**src/rtl/fwd_scoreboard_unit.sv**
```systemverilog
// Forwarding/hazard unit: in-flight destination scoreboard, registered EX forward selects,
// load-use stall and MEM load->store data forward. Optional macro FWD_R0_ZERO_EN makes reg 0 never match.
module fwd_scoreboard_unit #(
  parameter int REG_AW     = 4,
  parameter int NUM_STAGES = 3,
  parameter int SEL_W      = $clog2(NUM_STAGES)
) (
  input  logic              clk,
  input  logic              rst_n,
  input  logic              adv,
  input  logic              flush,
  input  logic              id_valid,
  input  logic [REG_AW-1:0] id_rd,
  input  logic              id_wr,
  input  logic              id_load,
  input  logic              id_store,
  input  logic [REG_AW-1:0] id_rs1,
  input  logic              id_rs1_use,
  input  logic [REG_AW-1:0] id_rs2,
  input  logic              id_rs2_use,
  input  logic              id_alusrc,
  output logic [SEL_W-1:0]  ex_fwd_a,
  output logic [SEL_W-1:0]  ex_fwd_b,
  output logic [SEL_W-1:0]  ex_fwd_c,
  output logic              mem_fwd_d,
  output logic              stall
);

  // The WB slot is never a forward source (write-before-read register file), so only
  // slots EX..NUM_STAGES-2 are physically held; the WB entry is the one shifted out.
  localparam int TRK = NUM_STAGES - 1;

  logic [TRK-1:0]    slot_vld_q, slot_vld_d;
  logic [TRK-1:0]    slot_wr_q, slot_wr_d;
  logic [TRK-1:0]    slot_ld_q, slot_ld_d;
  logic [REG_AW-1:0] slot_rd_q [TRK];
  logic [REG_AW-1:0] slot_rd_d [TRK];

  logic [SEL_W-1:0]  ex_fwd_a_q, ex_fwd_a_d;
  logic [SEL_W-1:0]  ex_fwd_b_q, ex_fwd_b_d;
  logic [SEL_W-1:0]  ex_fwd_c_q, ex_fwd_c_d;
  logic              mem_fwd_d_q, mem_fwd_d_d;

  logic              ex_store_q, ex_store_d;
  logic              ex_rs2_use_q, ex_rs2_use_d;
  logic [REG_AW-1:0] ex_rs2_q, ex_rs2_d;

  logic [TRK-1:0]    hit_rs1, hit_rs2;
  logic              stall_c, bubble, st_ld0, mem_hit;
  logic [SEL_W-1:0]  code_a, code_b, code_c;

  function automatic logic prod_hit(input logic vld, input logic wr,
                                    input logic [REG_AW-1:0] rd, input logic [REG_AW-1:0] src);
`ifdef FWD_R0_ZERO_EN
    prod_hit = vld & wr & (rd == src) & (rd != '0);
`else
    prod_hit = vld & wr & (rd == src);
`endif
  endfunction

  // Lowest matching slot is the youngest producer; code is k+1 because the slot
  // advances one position on the same edge that loads the select into EX.
  function automatic logic [SEL_W-1:0] first_code(input logic [TRK-1:0] hit);
    first_code = '0;
    for (int k = TRK - 1; k >= 0; k--) begin
      if (hit[k]) first_code = SEL_W'(k + 1);
    end
  endfunction

  // ---- ID stage: hazard detection and select computation ----
  always_comb begin
    hit_rs1 = '0;
    hit_rs2 = '0;
    for (int k = 0; k < TRK; k++) begin
      hit_rs1[k] = id_rs1_use & prod_hit(slot_vld_q[k], slot_wr_q[k], slot_rd_q[k], id_rs1);
      hit_rs2[k] = id_rs2_use & prod_hit(slot_vld_q[k], slot_wr_q[k], slot_rd_q[k], id_rs2);
    end
    stall_c = id_valid & ~flush & slot_ld_q[0] & (hit_rs1[0] | (hit_rs2[0] & ~id_store));
    bubble  = stall_c | flush | ~id_valid;
    // Store data from a load one ahead is patched in MEM instead of stalling.
    st_ld0  = id_store & hit_rs2[0] & slot_ld_q[0];
    code_a  = first_code(hit_rs1);
    code_c  = st_ld0 ? '0 : first_code(hit_rs2);
    code_b  = id_alusrc ? '0 : code_c;
    mem_hit = ex_store_q & ex_rs2_use_q & slot_ld_q[1] &
              prod_hit(slot_vld_q[1], slot_wr_q[1], slot_rd_q[1], ex_rs2_q);
  end

  // ---- ID->EX / EX->MEM boundary: next-state ----
  always_comb begin
    slot_vld_d   = slot_vld_q;
    slot_wr_d    = slot_wr_q;
    slot_ld_d    = slot_ld_q;
    slot_rd_d    = slot_rd_q;
    ex_fwd_a_d   = ex_fwd_a_q;
    ex_fwd_b_d   = ex_fwd_b_q;
    ex_fwd_c_d   = ex_fwd_c_q;
    mem_fwd_d_d  = mem_fwd_d_q;
    ex_store_d   = ex_store_q;
    ex_rs2_use_d = ex_rs2_use_q;
    ex_rs2_d     = ex_rs2_q;
    if (adv) begin
      for (int k = 1; k < TRK; k++) begin
        slot_vld_d[k] = slot_vld_q[k-1];
        slot_wr_d[k]  = slot_wr_q[k-1];
        slot_ld_d[k]  = slot_ld_q[k-1];
        slot_rd_d[k]  = slot_rd_q[k-1];
      end
      slot_vld_d[0] = ~bubble;
      slot_wr_d[0]  = id_wr & ~bubble;
      slot_ld_d[0]  = id_load & ~bubble;
      slot_rd_d[0]  = id_rd;
      ex_fwd_a_d    = bubble ? '0 : code_a;
      ex_fwd_b_d    = bubble ? '0 : code_b;
      ex_fwd_c_d    = bubble ? '0 : code_c;
      mem_fwd_d_d   = mem_hit;
      ex_store_d    = id_store & ~bubble;
      ex_rs2_use_d  = id_rs2_use;
      ex_rs2_d      = id_rs2;
    end
  end

  always_ff @(posedge clk) begin
    if (!rst_n) begin
      slot_vld_q  <= '0;
      ex_fwd_a_q  <= '0;
      ex_fwd_b_q  <= '0;
      ex_fwd_c_q  <= '0;
      mem_fwd_d_q <= 1'b0;
      ex_store_q  <= 1'b0;
    end else begin
      slot_vld_q  <= slot_vld_d;
      ex_fwd_a_q  <= ex_fwd_a_d;
      ex_fwd_b_q  <= ex_fwd_b_d;
      ex_fwd_c_q  <= ex_fwd_c_d;
      mem_fwd_d_q <= mem_fwd_d_d;
      ex_store_q  <= ex_store_d;
    end
  end

  // Payload fields are qualified by the valid/store flags above, so they carry no reset.
  always_ff @(posedge clk) begin
    slot_wr_q    <= slot_wr_d;
    slot_ld_q    <= slot_ld_d;
    slot_rd_q    <= slot_rd_d;
    ex_rs2_use_q <= ex_rs2_use_d;
    ex_rs2_q     <= ex_rs2_d;
  end

  assign ex_fwd_a  = ex_fwd_a_q;
  assign ex_fwd_b  = ex_fwd_b_q;
  assign ex_fwd_c  = ex_fwd_c_q;
  assign mem_fwd_d = mem_fwd_d_q;
  assign stall     = stall_c;

endmodule

```
**config.mk**
```make
export PLATFORM = sky130hd
export DESIGN_NAME = fwd_scoreboard_unit
export DESIGN_NICKNAME = d
export VERILOG_FILES = /design/src/rtl/fwd_scoreboard_unit.sv
export SDC_FILE = /design/constraint.sdc
export NUM_CORES = 1
export LEC_CHECK = 0
export ABC_AREA = 1
export CORE_MARGIN = 2
export CORE_UTILIZATION = 53
export DETAILED_ROUTE_END_ITERATION = 6
export GPL_ROUTABILITY_DRIVEN = 0
export HOLD_SLACK_MARGIN = 0.05
export PLACE_DENSITY_LB_ADDON = 0.25
export RECOVER_POWER = 25
export SYNTH_ARGS = -nofsm -noshare
export SYNTH_HDL_FRONTEND = slang
export SYNTH_SLANG_ARGS = --single-unit
```
**constraint.sdc**
```tcl
create_clock -name clk -period 3.6 [get_ports clk]
set_input_delay 0.54 -clock clk [delete_from_list [all_inputs] [get_ports clk]]
set_output_delay 0.54 -clock clk [all_outputs]
set_load 0.05 [all_outputs]
```
* Word level (Yosys, flattened, before mapping)
Cells that the tools add are included.
Operators by class: equal/unequal tests 5, muxes and demuxes 9, bitwise gates (word level) 30
Operator list (number):
- 1-bit AND | 23
- 4-bit equality test | 5
- 2-bit 2-to-1 mux | 9
- 1-bit inverter | 4
- 1-bit OR | 3
Word-level totals: flip-flop bits (word level) 27, bits of input ports 23, output and inout bits 8, logic and storage cells 56

* Logic depth before layout (Yosys ltp)
word-level depth 10, gate-level depth with buffers 9, depth with buffers taken out 9

* Worst setup path after synthesis
Ideal clock, no wire load.
path type input -> output, from input port id_valid, to output port stall, arrival time 2125 ps, data required time 3060 ps, path slack 935 ps, stages on the path 3, buffers on the path 0, path through inv_1 > nor3b_1 > a21boi_0
On the way: cells in the longest elaborated chain, start to end 3
RTL lines:
- start, declared | line 12 | input logic id_valid,
- 1-bit AND (3 in series) | line 78 | stall_c = id_valid & ~flush & slot_ld_q[0] & (hit_rs1[0] | (hit_rs2[0] & ~id_store));
- end, declared | line 26 | output logic stall
No other way between the ends.

* Final worst setup path
from input port id_rs2[2], to output port stall
On the way: cells in the longest elaborated chain, start to end 6
RTL lines:
- start, declared | line 19 | input logic [REG_AW-1:0] id_rs2,
- 4-bit equality test | line 57 | prod_hit = vld & wr & (rd == src);
- 1-bit AND | line 57
- 1-bit AND | line 76 | hit_rs2[k] = id_rs2_use & prod_hit(slot_vld_q[k], slot_wr_q[k], slot_rd_q[k], id_rs2);
- 1-bit AND | line 78
- 1-bit OR | line 78
- 1-bit AND | line 78
No other way between the ends.

==> reports/results.txt <==
DR DRC count: 0
Starting Density: 56.4%
Mapped Nets: 201
maxcap violations: 0
terminus of the critical flop-to-flop path: slot_ld_q[0]$_DFFE_PP_
VDD IR max: 298 uV
Seq/Total Area, Yosys: 50.9%
Worst-path clk slew: 0.14 ns
detailed router's first-iteration violation count: 53
# fillers: 203
post-CTS setup buffers: 0
CTS root buf: clkbuf_4
PortBufs: 30
vias per cell: 5.37
Bufs on Longest Clock Path: 2
Startpoint Class: input port
CTS tree: built
row count: 18
reg-to-reg startpoint: slot_rd_q[4]$_DFFE_PP_
#FFs+latches synth: 27
nature of the critical path endpoint: primary output
final hold vios: 0
Net count, final: 236
Synth Instances: 178
drt pass-1 iters: 4
hold_sp: slot_wr_q[0]$_DFFE_PP_
hold_buf cts: 0
Detail Route Antenna Nets: 0
CP arrival: 2.72 ns
Cell variety after synth: 25
Die H: 55.4 um
leakage power: 0.771 nW
DP Area: 1740 sq um
status: finished clean
fin. max-slew vios: 0
initial antenna violation count: 0
Clock Latency Late Sink: 0.33 ns
P&R area growth vs syn: 26.2%
WL final: 3040 um
ANT cells: 0
Worst Tran Pin Value: 0.583 ns
CP required: 3.06 ns
slew margin rel.: 61.0%
predominant post-synthesis flop cell: edfxtp_1
top-count cell post-synth: nand2_1
die area: 3060 sq um
EDFF count, synth: 17
Worst Skew: 0.00270 ns
worst-path maximum fanout: 4
r2r worst-path depth: 9
RSZ-0062 raised after global routing: false
Total GRT Usage: 21.4%
R2R setup slack: 2.14 ns
Final HPWL DP: 2390 um
Avg Synthesized Cell Area: 7.85 sq um
Hold Path End: slot_wr_q[1]$_DFFE_PP_
Post-Syn Area: 1400 sq um
chip width: 55.4 um
Core ar.: 2480 sq um
fin worst setup slack: 0.343 ns
setup TNS: 0 ns
share of layout cells above drive strength 1: 6.60%
top post-synthesis cells by area: edfxtp_1 37%, nand2_1 15%, dfxtp_1 14%
Num CTS Buffers: 3
pwr dens: 329 nW/um^2
post-synth top area cell: edfxtp_1
Top Ports: 31
fmax: 0.307 GHz
Setup Viol. Count Final: 0
kind of critical path: input port to primary output
clock sinks: 27
WHS: 0.473 ns
via count: 1,299
Post-CTS Resized: 0
hold path cells: 0
pre-CTS WS: 0.446 ns
fin crit share: 90.5%
type of the most critical hold path: register to register
grt ovf: 0
synth warn: 0
wire per inst: 12.6 um
synth cell count leaders: 57 x nand2_1, 24 x inv_1, 17 x edfxtp_1, 17 x nor2_1
fraction of registers with async set/reset: 0%
cell area after layout: 1760 sq um
H-tree lvl count: 1
min Tclk post-route: 3.26 ns
largest net degree at the start of global routing: 16
vias in the first global route: 1,235
first-pass GRT wire length: 5160 um
top-area cell type share of the netlist area: 36.5%
critical path, cell delays in order:
cell and delay, ns:
dlygate4sd3_1 0.59, inv_1 0.07, nand2_1 0.06, nand2_1 0.08
nor2_4 0.10, nand4_1 0.14, a21boi_0 0.27, clkdlybuf4s50_1 0.86
where the power goes:
part           internal, mW  switching, mW  total, mW  leakage (nW)
logic                0.0389         0.0483     0.0873         0.510
registers             0.347         0.0115      0.358         0.247
clock network        0.0435         0.0908      0.134        0.0150
cell usage in the layout, fill, tap and decap left out, drive strengths merged:
master / n
nand2: 61
a21boi: 1
nand3: 7
nor2: 20
o21ai: 3
nand4: 10
xnor2: 2
o22ai: 1
buf: 1
nor3b: 1
edfxtp: 17
clkdlybuf4s50: 23
clkinv: 2
a21oi: 10
a2111oi: 1
dlygate4sd3: 7
clkbuf: 4
a211oi: 1
xor2: 1
nand3b: 2
inv: 27
dfxtp: 10
stage by stage:
stage	power (mW)	utilization, %	instances
2_1_floorplan	0.407	-	178
3_3_place_gp	0.449	70.2	238
3_5_place_dp	0.453	70.2	238
4_1_cts	0.584	71.2	242
5_1_grt	0.610	71.2	242
6_report	0.580	71.2	242
registers in the layout, indices dropped and copies added (netlist names):
name,flops
ex_store_q,1
ex_fwd_a,2
ex_rs2_use_q,1
slot_vld_q,2
ex_fwd_c,2
slot_ld_q,2
slot_rd_q,8
ex_rs2_q,4
slot_wr_q,2
ex_fwd_b,2
mem_fwd_d,1
how the worst max path moves through the flow:
stage          startpoint  endpoint  slack [ns]  cells after the start
6_report        id_rs2[2]     stall        0.34                      8
5_1_grt         id_rs2[0]     stall        0.24                      8
4_1_cts         id_rs2[2]     stall        0.44                      8
3_5_place_dp    id_rs2[2]     stall        0.45                      8
3_3_place_gp    id_rs2[0]     stall        0.51                      8
2_1_floorplan    id_valid     stall        0.94                      3
routing by layer:
metal	part of all wire [%]	vias to the layer above	GRT usage (%)	wire length (um)
met5	0	-	0	0
li1	-	645	-	-
met4	1.9	0	9.76	57
met2	50	26	37.2	1510
met1	45	624	25.8	1360
met3	3.5	4	3.28	107
cells by family after synthesis:
family / Yosys count / synth area share (%)
XOR/XNOR: 3 / 1.88
buffers and inverters: 30 / 8.15
AND/OR/NAND/NOR: 101 / 32.3
flip-flops: 27 / 50.9
AO/OA/AOI/OAI: 17 / 6.80
area by class of cell:
type | instances | area [sq um] | area share [%]
timing repair buffer | 31 | 308 | 17.4
multi-input combinational | 121 | 573 | 32.5
sequential | 27 | 711 | 40.3
tap | 30 | 37.5 | 2.13
clock buffer | 4 | 26.3 | 1.49
inverter | 29 | 109 | 6.17
Power figures use the tool's default switching activity.
